`config.mk`:
```
export PLATFORM = sky130hd
export DESIGN_NAME = dadda_mult_sched_flat
export DESIGN_NICKNAME = d
export VERILOG_FILES = /design/src/rtl/dadda_pkg.sv /design/src/rtl/dadda_mult_sched_if.sv /design/src/rtl/dadda_multiplier.sv /design/src/rtl/dadda_mult_sched.sv /design/src/flat_wrapper.sv
export SDC_FILE = /design/constraint.sdc
export NUM_CORES = 1
export LEC_CHECK = 0
export ABC_AREA = 1
export CORE_ASPECT_RATIO = 1.4
export CORE_UTILIZATION = 56
export CTS_CLUSTER_SIZE = 16
export DETAILED_ROUTE_END_ITERATION = 12
export MAX_ROUTING_LAYER = met4
export PLACE_DENSITY = 0.82
export SYNTH_ARGS = -nofsm -noshare
export SYNTH_HDL_FRONTEND = slang
export SYNTH_SLANG_ARGS = --single-unit
```
`constraint.sdc`:
```
create_clock -name clk -period 4.3 [get_ports clk]
set_input_delay 0.86 -clock clk [delete_from_list [all_inputs] [get_ports clk]]
set_output_delay 0.86 -clock clk [all_outputs]
set_load 0.005 [all_outputs]
```
`src/rtl/dadda_pkg.sv`:
```
// Shared types and helpers for the shared Dadda multiplier scheduler.
// Holds the FSM state encoding, requester count and Dadda stage-height helpers.
package dadda_pkg;

  typedef enum logic [1:0] {
    IDLE = 2'd0,
    CALC = 2'd1,
    DONE = 2'd2
  } state_e;

  localparam int NREQ  = 2;
  localparam int CNT_W = 4;

  // Dadda target height for stage s: d1 = 2, d(s+1) = floor(1.5 * d(s))
  function automatic int dadda_height(input int s);
    int d;
    d = 2;
    for (int i = 1; i < s; i++) begin
      d = (d * 3) / 2;
    end
    return d;
  endfunction

  // Number of reduction stages: index of the largest target height below w
  function automatic int dadda_stages(input int w);
    int s;
    s = 0;
    for (int i = 1; i < 32; i++) begin
      if (dadda_height(i) < w) begin
        s = i;
      end
    end
    return s;
  endfunction

endpackage

```
`src/rtl/dadda_mult_sched_if.sv`:
```
// Operand request / result handshake bundle between the requesters and the
// shared multiplier scheduler.
interface dadda_mult_sched_if #(
  parameter int W = 8
);
  import dadda_pkg::*;

  logic [NREQ-1:0]   req_valid;
  logic [NREQ-1:0]   req_ready;
  logic [NREQ*W-1:0] req_a;
  logic [NREQ*W-1:0] req_b;
  logic              res_valid;
  logic              res_ready;
  logic [2*W-1:0]    res_data;
  logic              res_id;
  logic              busy;

  modport master (
    output req_valid, req_a, req_b, res_ready,
    input  req_ready, res_valid, res_data, res_id, busy
  );

  modport slave (
    input  req_valid, req_a, req_b, res_ready,
    output req_ready, res_valid, res_data, res_id, busy
  );

endinterface

```
`src/rtl/dadda_multiplier.sv`:
```
// Combinational unsigned W x W Dadda multiplier: partial-product columns are
// compressed stage by stage to two rows, then summed by a final adder.
module dadda_multiplier
  import dadda_pkg::*;
#(
  parameter int W = 8
) (
  input  logic [W-1:0]   a,
  input  logic [W-1:0]   b,
  output logic [2*W-1:0] p
);

  localparam int PW = 2 * W;
  localparam int MH = W + 1;
  localparam int NS = dadda_stages(W);

  logic [PW-1:0] row0_s;
  logic [PW-1:0] row1_s;

  // Column compression: each stage squeezes every column to the stage target height
  always_comb begin : reduce_p
    logic [MH-1:0] cur_v [PW];
    logic [MH-1:0] nxt_v [PW];
    int            cur_h [PW];
    int            nxt_h [PW];
    int            k;
    int            d;
    int            r;
    logic          x0;
    logic          x1;
    logic          x2;

    k  = 0;
    d  = 0;
    r  = 0;
    x0 = 1'b0;
    x1 = 1'b0;
    x2 = 1'b0;
    for (int i = 0; i < PW; i++) begin
      cur_v[i] = '0;
      nxt_v[i] = '0;
      cur_h[i] = 0;
      nxt_h[i] = 0;
    end

    for (int i = 0; i < W; i++) begin
      for (int j = 0; j < W; j++) begin
        cur_v[i+j][cur_h[i+j]] = a[i] & b[j];
        cur_h[i+j] = cur_h[i+j] + 1;
      end
    end

    for (int s = NS; s >= 1; s--) begin
      d = dadda_height(s);
      for (int i = 0; i < PW; i++) begin
        nxt_v[i] = '0;
        nxt_h[i] = 0;
      end
      // Columns go LSB first so carries from column i-1 already count against column i
      for (int i = 0; i < PW; i++) begin
        k = 0;
        for (int f = 0; f < MH; f++) begin
          r = cur_h[i] - k;
          if ((r + nxt_h[i] - d >= 2) && (r >= 3)) begin
            x0 = cur_v[i][k];
            x1 = cur_v[i][k+1];
            x2 = cur_v[i][k+2];
            nxt_v[i][nxt_h[i]] = x0 ^ x1 ^ x2;
            nxt_h[i] = nxt_h[i] + 1;
            if (i + 1 < PW) begin
              nxt_v[i+1][nxt_h[i+1]] = (x0 & x1) | (x0 & x2) | (x1 & x2);
              nxt_h[i+1] = nxt_h[i+1] + 1;
            end else begin
              nxt_h[i] = nxt_h[i];
            end
            k = k + 3;
          end else if ((r + nxt_h[i] - d >= 1) && (r >= 2)) begin
            x0 = cur_v[i][k];
            x1 = cur_v[i][k+1];
            nxt_v[i][nxt_h[i]] = x0 ^ x1;
            nxt_h[i] = nxt_h[i] + 1;
            if (i + 1 < PW) begin
              nxt_v[i+1][nxt_h[i+1]] = x0 & x1;
              nxt_h[i+1] = nxt_h[i+1] + 1;
            end else begin
              nxt_h[i] = nxt_h[i];
            end
            k = k + 2;
          end else begin
            k = k;
          end
        end
        for (int f = 0; f < MH; f++) begin
          if ((f >= k) && (f < cur_h[i])) begin
            nxt_v[i][nxt_h[i]] = cur_v[i][f];
            nxt_h[i] = nxt_h[i] + 1;
          end else begin
            k = k;
          end
        end
      end
      for (int i = 0; i < PW; i++) begin
        cur_v[i] = nxt_v[i];
        cur_h[i] = nxt_h[i];
      end
    end

    for (int i = 0; i < PW; i++) begin
      row0_s[i] = cur_v[i][0];
      row1_s[i] = cur_v[i][1];
    end
  end

  assign p = row0_s + row1_s;

endmodule

```
`src/rtl/dadda_mult_sched.sv`:
```
// Scheduler sharing one Dadda multiplier between two requesters: round-robin
// grant, operand capture, settle-wait counter and back-pressured result register.
module dadda_mult_sched
  import dadda_pkg::*;
#(
  parameter int W       = 8,
  parameter int MUL_LAT = 1
) (
  input  logic             clk,
  input  logic             rst_n,
  dadda_mult_sched_if.slave bus
);

  localparam logic [1:0]       ST_IDLE  = IDLE;
  localparam logic [1:0]       ST_CALC  = CALC;
  localparam logic [1:0]       ST_DONE  = DONE;
  localparam logic [CNT_W-1:0] LAST_CNT = CNT_W'(MUL_LAT - 1);
  localparam logic [CNT_W-1:0] CNT_ONE  = CNT_W'(1);

  logic [1:0]       state_r;
  logic [CNT_W-1:0] cnt_r;
  logic             rr_ptr_r;
  logic [W-1:0]     op_a_r;
  logic [W-1:0]     op_b_r;
  logic             id_r;
  logic             res_valid_r;
  logic [2*W-1:0]   res_data_r;
  logic             res_id_r;

  logic             take_s;
  logic             gnt_s;
  logic [W-1:0]     sel_a_s;
  logic [W-1:0]     sel_b_s;
  logic [2*W-1:0]   prod_s;

  // Round-robin grant; only offered in IDLE and never while reset is asserted
  always_comb begin
    take_s = 1'b0;
    gnt_s  = 1'b0;
    if (rst_n && (state_r == ST_IDLE)) begin
      if (bus.req_valid[rr_ptr_r]) begin
        take_s = 1'b1;
        gnt_s  = rr_ptr_r;
      end else if (bus.req_valid[~rr_ptr_r]) begin
        take_s = 1'b1;
        gnt_s  = ~rr_ptr_r;
      end else begin
        take_s = 1'b0;
        gnt_s  = 1'b0;
      end
    end else begin
      take_s = 1'b0;
      gnt_s  = 1'b0;
    end
  end

  assign bus.req_ready = {take_s & gnt_s, take_s & ~gnt_s};
  assign sel_a_s       = gnt_s ? bus.req_a[2*W-1:W] : bus.req_a[W-1:0];
  assign sel_b_s       = gnt_s ? bus.req_b[2*W-1:W] : bus.req_b[W-1:0];

  dadda_multiplier #(
    .W (W)
  ) u_mul (
    .a (op_a_r),
    .b (op_b_r),
    .p (prod_s)
  );

  // Issue / settle / hold sequencing; rr_ptr only moves when a result retires
  always_ff @(posedge clk or negedge rst_n) begin
    if (!rst_n) begin
      state_r     <= ST_IDLE;
      cnt_r       <= '0;
      rr_ptr_r    <= 1'b0;
      op_a_r      <= '0;
      op_b_r      <= '0;
      id_r        <= 1'b0;
      res_valid_r <= 1'b0;
      res_data_r  <= '0;
      res_id_r    <= 1'b0;
    end else begin
      case (state_r)
        ST_IDLE: begin
          if (take_s) begin
            op_a_r  <= sel_a_s;
            op_b_r  <= sel_b_s;
            id_r    <= gnt_s;
            cnt_r   <= '0;
            state_r <= ST_CALC;
          end
        end
        ST_CALC: begin
          if (cnt_r == LAST_CNT) begin
            res_data_r  <= prod_s;
            res_id_r    <= id_r;
            res_valid_r <= 1'b1;
            state_r     <= ST_DONE;
          end else begin
            cnt_r <= cnt_r + CNT_ONE;
          end
        end
        ST_DONE: begin
          if (bus.res_ready) begin
            res_valid_r <= 1'b0;
            rr_ptr_r    <= ~id_r;
            state_r     <= ST_IDLE;
          end
        end
        default: begin
          res_valid_r <= 1'b0;
          state_r     <= ST_IDLE;
        end
      endcase
    end
  end

  assign bus.res_valid = res_valid_r;
  assign bus.res_data  = res_data_r;
  assign bus.res_id    = res_id_r;
  assign bus.busy      = (state_r != ST_IDLE);

endmodule

```
`src/flat_wrapper.sv`:
```
// flat-port wrapper written by rule: the top's interface ports become plain ports
module dadda_mult_sched_flat import dadda_pkg::*;
#(
  parameter int W       = 8,
  parameter int MUL_LAT = 1
)
  (clk, rst_n, bus_req_valid, bus_req_a, bus_req_b, bus_res_ready, bus_req_ready, bus_res_valid, bus_res_data, bus_res_id, bus_busy);
  dadda_mult_sched_if #(.W(W)) bus_i ();
  input  logic clk;
  input  logic rst_n;
  input wire logic [$bits(bus_i.req_valid)-1:0] bus_req_valid;
  input wire logic [$bits(bus_i.req_a)-1:0] bus_req_a;
  input wire logic [$bits(bus_i.req_b)-1:0] bus_req_b;
  input wire logic [$bits(bus_i.res_ready)-1:0] bus_res_ready;
  output wire logic [$bits(bus_i.req_ready)-1:0] bus_req_ready;
  output wire logic [$bits(bus_i.res_valid)-1:0] bus_res_valid;
  output wire logic [$bits(bus_i.res_data)-1:0] bus_res_data;
  output wire logic [$bits(bus_i.res_id)-1:0] bus_res_id;
  output wire logic [$bits(bus_i.busy)-1:0] bus_busy;
  assign bus_i.req_valid = bus_req_valid;
  assign bus_i.req_a = bus_req_a;
  assign bus_i.req_b = bus_req_b;
  assign bus_i.res_ready = bus_res_ready;
  assign bus_req_ready = bus_i.req_ready;
  assign bus_res_valid = bus_i.res_valid;
  assign bus_res_data = bus_i.res_data;
  assign bus_res_id = bus_i.res_id;
  assign bus_busy = bus_i.busy;
  dadda_mult_sched #(.W(W), .MUL_LAT(MUL_LAT)) u_core (.clk(clk), .rst_n(rst_n), .bus(bus_i));
endmodule
```
== After elaboration in Yosys (flattened, before gate mapping) ==
Cells that the tools add are included.
Word-level totals
  bits in registers: 42
  bits in latches: 0
  memory bits (writable): 0
  memory bits (read-only): 0
  output and inout port bits: 21
  memories kept: 0
Cells by class
  add/sub/neg operators: 2
  multiply operators: 0
  div/mod/pow operators: 0
  $lt $le $gt $ge: 2
  equality and inequality tests: 6
  shift operators: 0
  multiplexer cells: 22
  bitwise logic cells: 329
  reduce and logical (&&, ||, !) cells: 11
Operators by type and width (count)
  1-bit bitwise AND: 178
  1-bit bitwise XOR: 77
  1-bit bitwise OR: 70
  15-bit by 15-bit adder with 16-bit output: 1
  8-bit two-way mux: 2
  1-bit two-way mux: 12
  3-bit AND reduction: 3
  4-bit two-way mux: 2
  4-bit case mux with 2 select lines: 1
  2-bit two-way mux: 3
  2-bit case mux with 3 select lines: 1
  2-bit AND reduction: 3
  4-bit by 1-bit adder with 4-bit output (second input constant): 1
  4-bit zero test: 1
  1-bit by 2-bit less-than comparator with 1-bit output (second input constant): 2
  2-bit by 1-bit != test with 1-bit output (second input constant): 2
  2-bit != test (second input constant): 2
  1-bit inverter: 4
  2-bit nonzero test: 2
  1-bit case mux with 3 select lines: 1
  2-bit by 1-bit == test with 1-bit output (second input constant): 1
  2-bit == test (second input constant): 1
  2-bit zero test: 1
  1-bit logical AND: 1

== Logic depth before layout (Yosys ltp) ==
Gate-level depths: netlist of the first run.
  depth after elaboration: 14
  gate-level depth with buffers: 21
  gate-level depth less buffers: 20

== Cells and area by module ==
A second synthesis of the first run with hierarchy kept.
Second synthesis, totals
  cell total of the unflattened synthesis: 581
  area total of the unflattened synthesis: 4220.3 um2
By module, submodules not included
  dadda_multiplier: times used 1, cells each 362, area each 2244.7 um2, sequential area each 0.0 um2
  dadda_mult_sched: times used 1, cells each 219, area each 1975.6 um2, sequential area each 1051.0 um2

== Worst setup path after synthesis of the first run ==
Ideal clock, no wire load.
  kind: register to register
  start: reg u_core.op_a_r[0]
  end: reg u_core.res_data_r[14] (netlist: u_core.bus.res_data[14])
  arrival time: 3.665 ns
  slack: 0.517 ns
  cell stages (with the launch flop): 21
  buffers on the path: 1
  cells stage by stage: dfrtp_1 -> clkbuf_1 -> nand2_1 -> inv_1 -> fa_1 -> inv_1 -> fa_1 -> inv_1 -> fa_1 -> inv_1 -> fa_1 -> inv_1 -> ha_1 -> nand2_1 -> nand2_1 -> nand2_1 -> nand2_1 -> a21oi_1 -> nand3_1 -> nand3_1 -> nand2_1
Between the ends
  word-level cells in the longest chain between the ends: 14
  elaborated cells on any way between the ends: 142
  classes of those cells: add/sub: 1; bitwise: 141
Ends and longest elaborated chain
  start: declaration: RTL line dadda_mult_sched.sv:23  | logic [W-1:0] op_a_r;
  start signal: assignment: RTL line dadda_mult_sched.sv:85  | op_a_r <= sel_a_s;
  1-bit bitwise AND: RTL line dadda_multiplier.sv:48  | cur_v[i+j][cur_h[i+j]] = a[i] & b[j];
  1-bit bitwise AND (on tied branches)
  1-bit bitwise OR (2 in series): RTL line dadda_multiplier.sv:71  | nxt_v[i+1][nxt_h[i+1]] = (x0 & x1) | (x0 & x2) | (x1 & x2);
  1-bit bitwise AND: RTL line dadda_multiplier.sv:71
  1-bit bitwise OR (2 in series): RTL line dadda_multiplier.sv:71
  1-bit bitwise AND: RTL line dadda_multiplier.sv:71
  1-bit bitwise OR (2 in series): RTL line dadda_multiplier.sv:71
  1-bit bitwise AND: RTL line dadda_multiplier.sv:71
  1-bit bitwise OR (2 in series): RTL line dadda_multiplier.sv:71
  15-bit by 15-bit adder with 16-bit output (*): RTL line dadda_multiplier.sv:114  | assign p = row0_s + row1_s;
  end signal: assignment: RTL line dadda_mult_sched.sv:94  | res_data_r <= prod_s;
  end: declaration: RTL line dadda_mult_sched.sv:27  | logic [2*W-1:0] res_data_r;
Mark *: on every way between the ends. The rest lies on a longest branch, timed or not.
A chain may end at the register's enable or synchronous reset.

== Final worst setup path of the first run ==
  start: reg u_core.op_b_r[7]
  end: reg u_core.res_data_r[15] (netlist: u_core.bus.res_data[15])
Between the ends
  word-level cells in the longest chain between the ends: 14
  elaborated cells on any way between the ends: 148
  classes of those cells: add/sub: 1; bitwise: 147
Ends and longest elaborated chain
  start: declaration: RTL line dadda_mult_sched.sv:24  | logic [W-1:0] op_b_r;
  start signal: assignment: RTL line dadda_mult_sched.sv:86  | op_b_r <= sel_b_s;
  1-bit bitwise AND: RTL line dadda_multiplier.sv:48
  1-bit bitwise AND (on tied branches)
  1-bit bitwise OR (2 in series): RTL line dadda_multiplier.sv:71
  1-bit bitwise AND: RTL line dadda_multiplier.sv:71
  1-bit bitwise OR (2 in series): RTL line dadda_multiplier.sv:71
  1-bit bitwise AND (on tied branches)
  1-bit bitwise OR (2 in series): RTL line dadda_multiplier.sv:71
  1-bit bitwise AND (on tied branches)
  1-bit bitwise OR (2 in series): RTL line dadda_multiplier.sv:71
  15-bit by 15-bit adder with 16-bit output (*): RTL line dadda_multiplier.sv:114
Marked as above.

==> results of run 1 <==
-- path summary, 6_finish.rpt --
check	to	slack, ns	depth (start not counted)	start
worst max-delay path	u_core.bus.res_data[15]$_DFFE_PN0P_	0.27	17	u_core.op_b_r[7]$_DFFE_PN0P_
worst min-delay path	u_core.bus.res_data[10]$_DFFE_PN0P_	0.48	2	u_core.bus.res_data[10]$_DFFE_PN0P_
worst max register to register	u_core.bus.res_data[15]$_DFFE_PN0P_	0.27	17	u_core.op_b_r[7]$_DFFE_PN0P_
worst min register to register	u_core.bus.res_data[10]$_DFFE_PN0P_	0.48	2	u_core.bus.res_data[10]$_DFFE_PN0P_
max in group asynchronous	u_core.op_a_r[0]$_DFFE_PN0P_	3.29	2	rst_n
min in group asynchronous	u_core.bus.res_data[12]$_DFFE_PN0P_	0.63	2	rst_n
-- placed cells by master (no fill, tap or decap), types with 2 or more instances in the layout --
master,Yosys,routed
nand2_1,211,211
inv_1,132,132
clkdlybuf4s50_1,0,56
nand3_1,41,41
dfrtp_1,42,41
fa_1,36,36
ha_1,23,23
nor2_1,15,15
o21ai_0,14,14
a21oi_1,8,8
xnor2_1,5,5
clkbuf_8,0,5
nor3_1,3,3
nand4_1,3,3
buf_4,1,3
nand3b_1,2,2
-- through the flow --
stage	instance area (um2)	std cells
final	4690	709
after global routing	4690	709
after CTS	4690	709
after detailed placement	4600	701
after global placement	4600	701
after floorplan	3990	568
-- tightest hold or removal path, delay by kind of cell (launching register included) --
kind             cells  cell delay, ns
DFF                  1            0.35
and+or+nand+nor      2            0.10
-- what timing repair did --
item / 4_1_cts / 5_1_grt
hold buffers: 0 / 0
setup buffers: 0 / 0
setup endpoints to repair: 0 / 2
gates resized for setup: 0 / 1
-- routing by layer --
layer  up-vias  GRT usage [%]
li1       1745              -
met1      1599           28.8
met2        95           49.1
met3        21           3.45
met4         0           8.28
met5         -              -
-- flip-flops by register name, indices dropped and copies added (netlist names) --
register,cells
u_core.bus.res_data,16
u_core.op_a_r,8
u_core.op_b_r,8
u_core.cnt_r,4
u_core.state_r,2
u_core.bus.res_id,1
u_core.bus.res_valid,1
u_core.id_r,1
u_core.rr_ptr_r,1
-- logic make-up (layout without fill, tap and decap cells) --
group	count (synthesis)	in the layout	share of synthesized area, %
and+or+nand+nor	280	280	28.6
buffers and inverters	157	203	15.2
adders and majority gates	59	59	25.3
DFF	42	42	26.3
AOI/OAI and AO/OA	25	25	3.54
xor gates and xnor gates	5	5	1.10
-- final cells by class --
cell class,instances,area share [%]
multi-input combinational,369,49.8
sequential,42,22.4
timing repair buffer,60,12.5
inverter,135,10.9
tap,95,2.53
clock buffer,6,1.55
clock inverter,2,0.293
==> metrics, run 1 <==
status=completed; Slew Limit Headroom=55.8%; WP data required=approximately 4.5 ns; Reg clk slew, reported paths=about 0.08 ns; register area share after synthesis=a little over a quarter; Starting Density=between 50% and 60%; Post-Route M1 WL=about 3500 um; Max Clk Rate=0.248 GHz; type of origin of the critical path=flip-flop; Setup WS pre-CTS=~0.19 ns; CTS tree=built; fin. max-slew vios=0; vias in the first global route=3400; Post-synth top cells=211 x nand2_1, 132 x inv_1, 42 x dfrtp_1, 41 x nand3_1, 36 x fa_1; clock root buffer=clkbuf_8; Slew @ Worst Pin=around 0.66 ns; Synth top area share=26.3%; via count=about 3500; syn_nets=664; post-layout net count=709; global-route wire length before repair=roughly 15000 um; Arr. time, crit path=roughly 4.3 ns; Avg Inst Size Synth=~7 um2; IO Count=between 50 and 60; DR top layer=met4; biggest cell delay along the critical path=0.53 ns; # diodes=0; yosys warns=0; CP Cell Sequence=nand2_1, inv_1, fa_1, inv_1, fa_1, inv_1, fa_1, inv_1, fa_1, inv_1, ha_1, nand2_1, nor2_1, nand3_1, nand3_1, nand2_1, a21oi_1; Crit-path slowest cell=fa_1; fraction of layout cells with a size suffix above 1=between 3 and 4%; Total GRT Usage=around a quarter; RSZ-0062 raised after global routing=no; Final setup viols=0; clock sink count=42; DIE AREA=7480 um2; Yosys top cell by area=dfrtp_1; Die X-Extent=between 70 and 80 um; drc violations=0; final worst slack=0.267 ns; H-tree depth=2; register area=1050 um2; Min Hold Slack=0.483 ns; wirelength, routed=8760 um; Final ANT Viol Nets=0; Via-to-Cell Ratio=slightly below 5; drt wl/cell=around 12 um; metal3 WL=272 um; TritonCTS Buffers=5; row cnt=36; most frequent cell on the critical path=inv_1; crit path kind=flip-flop to flip-flop; mapped cell area=3990 um2; # fillers=about 650; detailed placement HPWL=about 7300 um; Clk Latency, worst-skew pair=between 0.2 and 0.3 ns; Worst Hold Class=flip-flop to flip-flop; synthesized flop and latch total=42; area grow syn2layout=17.5%; Post-synth EDFFs=0; Tmin final=between 4 and 5 ns; Synth Flop Type=dfrtp_1; DIE HEIGHT=between 100 and 150 um; Core Area=between 6000 and 7000 um2; largest net degree at the start of global routing=between 40 and 50; Crit. End Element=flip-flop; total buffers and inverters traversed by the critical path=5; Congestion Overflow GR=0; max-cap viol count=0; met2 routed WL=about 4800 um; period utilization=between 90% and 100%; Cell variety after synth=28; synth top area cells=dfrtp_1 26%, nand2_1 20%, fa_1 18%; Gate Count Post-Synth=between 500 and 600; Core Util, Final=between 60% and 70%; most frequent cell after synthesis=nand2_1; antenna violations before repair=0; fraction of registers with async set/reset=100%; multi-input logic area=about 2300 um2; CTS Buffer Depth=2; DR pass1 iterations=4; Max FO, Critical Path=9; setup tns final=0 ns; final hold violation count=0; Starting DRT DRC Count=around 130; Top delay family on crit path=adder cells; Final Skew=between 0.009 and 0.01 ns; input/output buffers=57; GPL Wtd Cong=roughly 0.94
Power of run 1 is left out: the tool's default activity adds up to more than one toggle a clock period on the data nets, which glitch-free logic cannot reach.
==> inputs of run 2 (changes only) <==
REMOVE_ABC_BUFFERS = 1   (was unset)
==> run 2 against run 1 <==
  * Core utilization grew 0.78 points
  * Wire length grew 6.8%
  * Die area is the same
  * Critical path type unchanged
  * Critical endpoint is now u_core.bus.res_data[14]$_DFFE_PN0P_
  * Highest routed layer unchanged
==> metrics, run 2 (synthesis gave the netlist of run 1 again) <==
Min-Delay Startpoint=u_core.bus.res_data[1]$_DFFE_PN0P_; Total GRT Usage=27.5% (+1.1 points); Crit. End Element=flip-flop; Max FO, Critical Path=9 (unchanged); RSZ-0062 raised after global routing=no; status=completed; DIE AREA=7480 um2 (unchanged); IO Count=58 (unchanged); crit path kind=flip-flop to flip-flop; row cnt=36 (unchanged); Starting DRT DRC Count=186 (+42%); fin. max-slew vios=0 (unchanged); drc violations=0 (unchanged); Arr. time, crit path=4.26 ns (about the same); area grow syn2layout=18.8%; clock root buffer=clkbuf_8; wirelength, routed=9360 um (+6.8%); number of flip-flops in the largest register=16 (unchanged); Slew @ Worst Pin=0.712 ns (+0.0495 ns); TritonCTS Buffers=5 (unchanged); # fillers=602 (-7.2%); Tmin final=4.06 ns (+0.0262 ns); via count=3571 (+3.2%); # diodes=0 (unchanged); Starting Density=57.6% (unchanged); global-route wire length before repair=15300 um (+3.4%); final hold violation count=0 (unchanged); setup tns final=0 ns (unchanged); register area=1050 um2 (unchanged); worst r2r path cells=19 (+2); DR pass1 iterations=4 (unchanged); worst r2r dst=u_core.bus.res_data[14]$_DFFE_PN0P_; Max Clk Rate=0.246 GHz (-0.65%); fraction of layout cells with a size suffix above 1=3.73% (+0.63 points); Hold Crit Depth=2 (unchanged); antenna violations before repair=0 (unchanged); DIE HEIGHT=102 um (unchanged); input/output buffers=57 (unchanged); max-cap viol count=0 (unchanged); Final setup viols=0 (unchanged); most frequent cells in the layout=211 x nand2_1, 132 x inv_1, 56 x clkdlybuf4s50_1; Congestion Overflow GR=0 (unchanged); CTS hold repair buffers=0 (unchanged); Critical R2R Launch=u_core.op_a_r[1]$_DFFE_PN0P_; Die X-Extent=73.4 um (unchanged); CTS tree=built; Worst Hold Class=flip-flop to flip-flop; reg-to-reg slack, setup=0.24 ns (-0.03 ns); WP data required=4.50 ns (-0.02 ns); Clk Latency, worst-skew pair=0.32 ns (+0.03 ns); post-layout net count=712 (+0.42%); GPL Wtd Cong=0.937 (about the same); multi-input logic area=2340 um2 (unchanged); detailed placement HPWL=7630 um (+5.2%); Core Area=6940 um2 (unchanged); vias in the first global route=3585 (+5.4%); drt wl/cell=13.1 um (+6.4%); Via-to-Cell Ratio=5.02 (+2.8%); period utilization=94.4% (+0.61 points); Final Skew=0.0123 ns (+0.00257 ns); Hold EP=u_core.bus.res_data[1]$_DFFE_PN0P_; type of origin of the critical path=flip-flop; CTS Buffer Depth=2 (unchanged); H-tree depth=2 (unchanged); Final ANT Viol Nets=0 (unchanged); clock sink count=42 (unchanged); largest net degree at the start of global routing=43 (unchanged); Slew Limit Headroom=52.5% (-3.3 points); Reg clk slew, reported paths=0.10 ns (+0.02 ns); commonest non-fill, non-tap cell in the layout=nand2_1
## run 2: changes by cell type in the layout (fill, tap and decap cells not counted)
cell,before,now
clkinv_2,1,0
clkbuf_1,1,0
bufinv_16,0,1
clkinvlp_4,0,1
clkinv_4,1,0
buf_4,3,6
inv_8,0,1
## run 2: layer usage
metal | part of all wire, % | GRT usage (%)
met4 | 4.4 | 12.0
met5 | 0 | -
met1 | 38 | 28.2
met3 | 4.2 | 4.24
met2 | 53 | 50.9
## run 2: worst max-delay path by stage
| stage | startpoint | slack (ns) | endpoint |
|---|---|---|---|
| finish | u_core.op_a_r[1]$_DFFE_PN0P_ | 0.24 | u_core.bus.res_data[14]$_DFFE_PN0P_ |
| global route | u_core.op_a_r[1]$_DFFE_PN0P_ | 0.01 | u_core.bus.res_data[14]$_DFFE_PN0P_ |
| CTS | u_core.op_a_r[0]$_DFFE_PN0P_ | 0.23 | u_core.bus.res_data[9]$_DFFE_PN0P_ |
| floorplan | u_core.op_a_r[0]$_DFFE_PN0P_ | 0.59 | u_core.bus.res_data[14]$_DFFE_PN0P_ |
| global placement | u_core.op_a_r[0]$_DFFE_PN0P_ | 0.38 | u_core.bus.res_data[14]$_DFFE_PN0P_ |
| detailed placement | u_core.op_a_r[1]$_DFFE_PN0P_ | 0.29 | u_core.bus.res_data[9]$_DFFE_PN0P_ |
## run 2: final cells by class
type                            count  area share [%]
Inverter                          135            10.7
Timing Repair Buffer               63            12.9
Clock buffer                        5            1.45
Clock inverter                      3            1.03
Multi-Input combinational cell    369            49.2
Sequential cell                    42            22.2
Tap cell                           95            2.51
## run 2: critical path, cell delays in order (launching register included)
cell,delay [ns]
dfrtp_1,0.49
nand2_1,0.14
inv_1,0.07
fa_1,0.52
inv_1,0.06
fa_1,0.49
inv_1,0.05
fa_1,0.48
inv_1,0.06
fa_1,0.49
inv_1,0.04
ha_1,0.35
nand2_1,0.08
nand2_1,0.08
nand2_1,0.07
nand2_1,0.06
a21oi_1,0.18
nand3_1,0.09
nand3_1,0.09
nand2_1,0.05
## run 2: per-stage QoR
stage	setup slack, ns	cells	hold slack, ns	cell area (um2)	util (%)
floorplan	0.590	546	0.436	3900	-
global route	0.0139	712	0.509	4740	68.4
CTS	0.234	712	0.485	4740	68.4
detailed placement	0.286	704	0.462	4630	66.7
global placement	0.379	704	0.439	4630	66.7
finish	0.241	712	0.488	4740	68.4
## run 2: timing repair
item                       in CTS  in global routing
setup buffers                   0                  0
setup endpoints to repair       0                  1
resized for setup               0                  1
Power of run 2 is left out for the same reason.
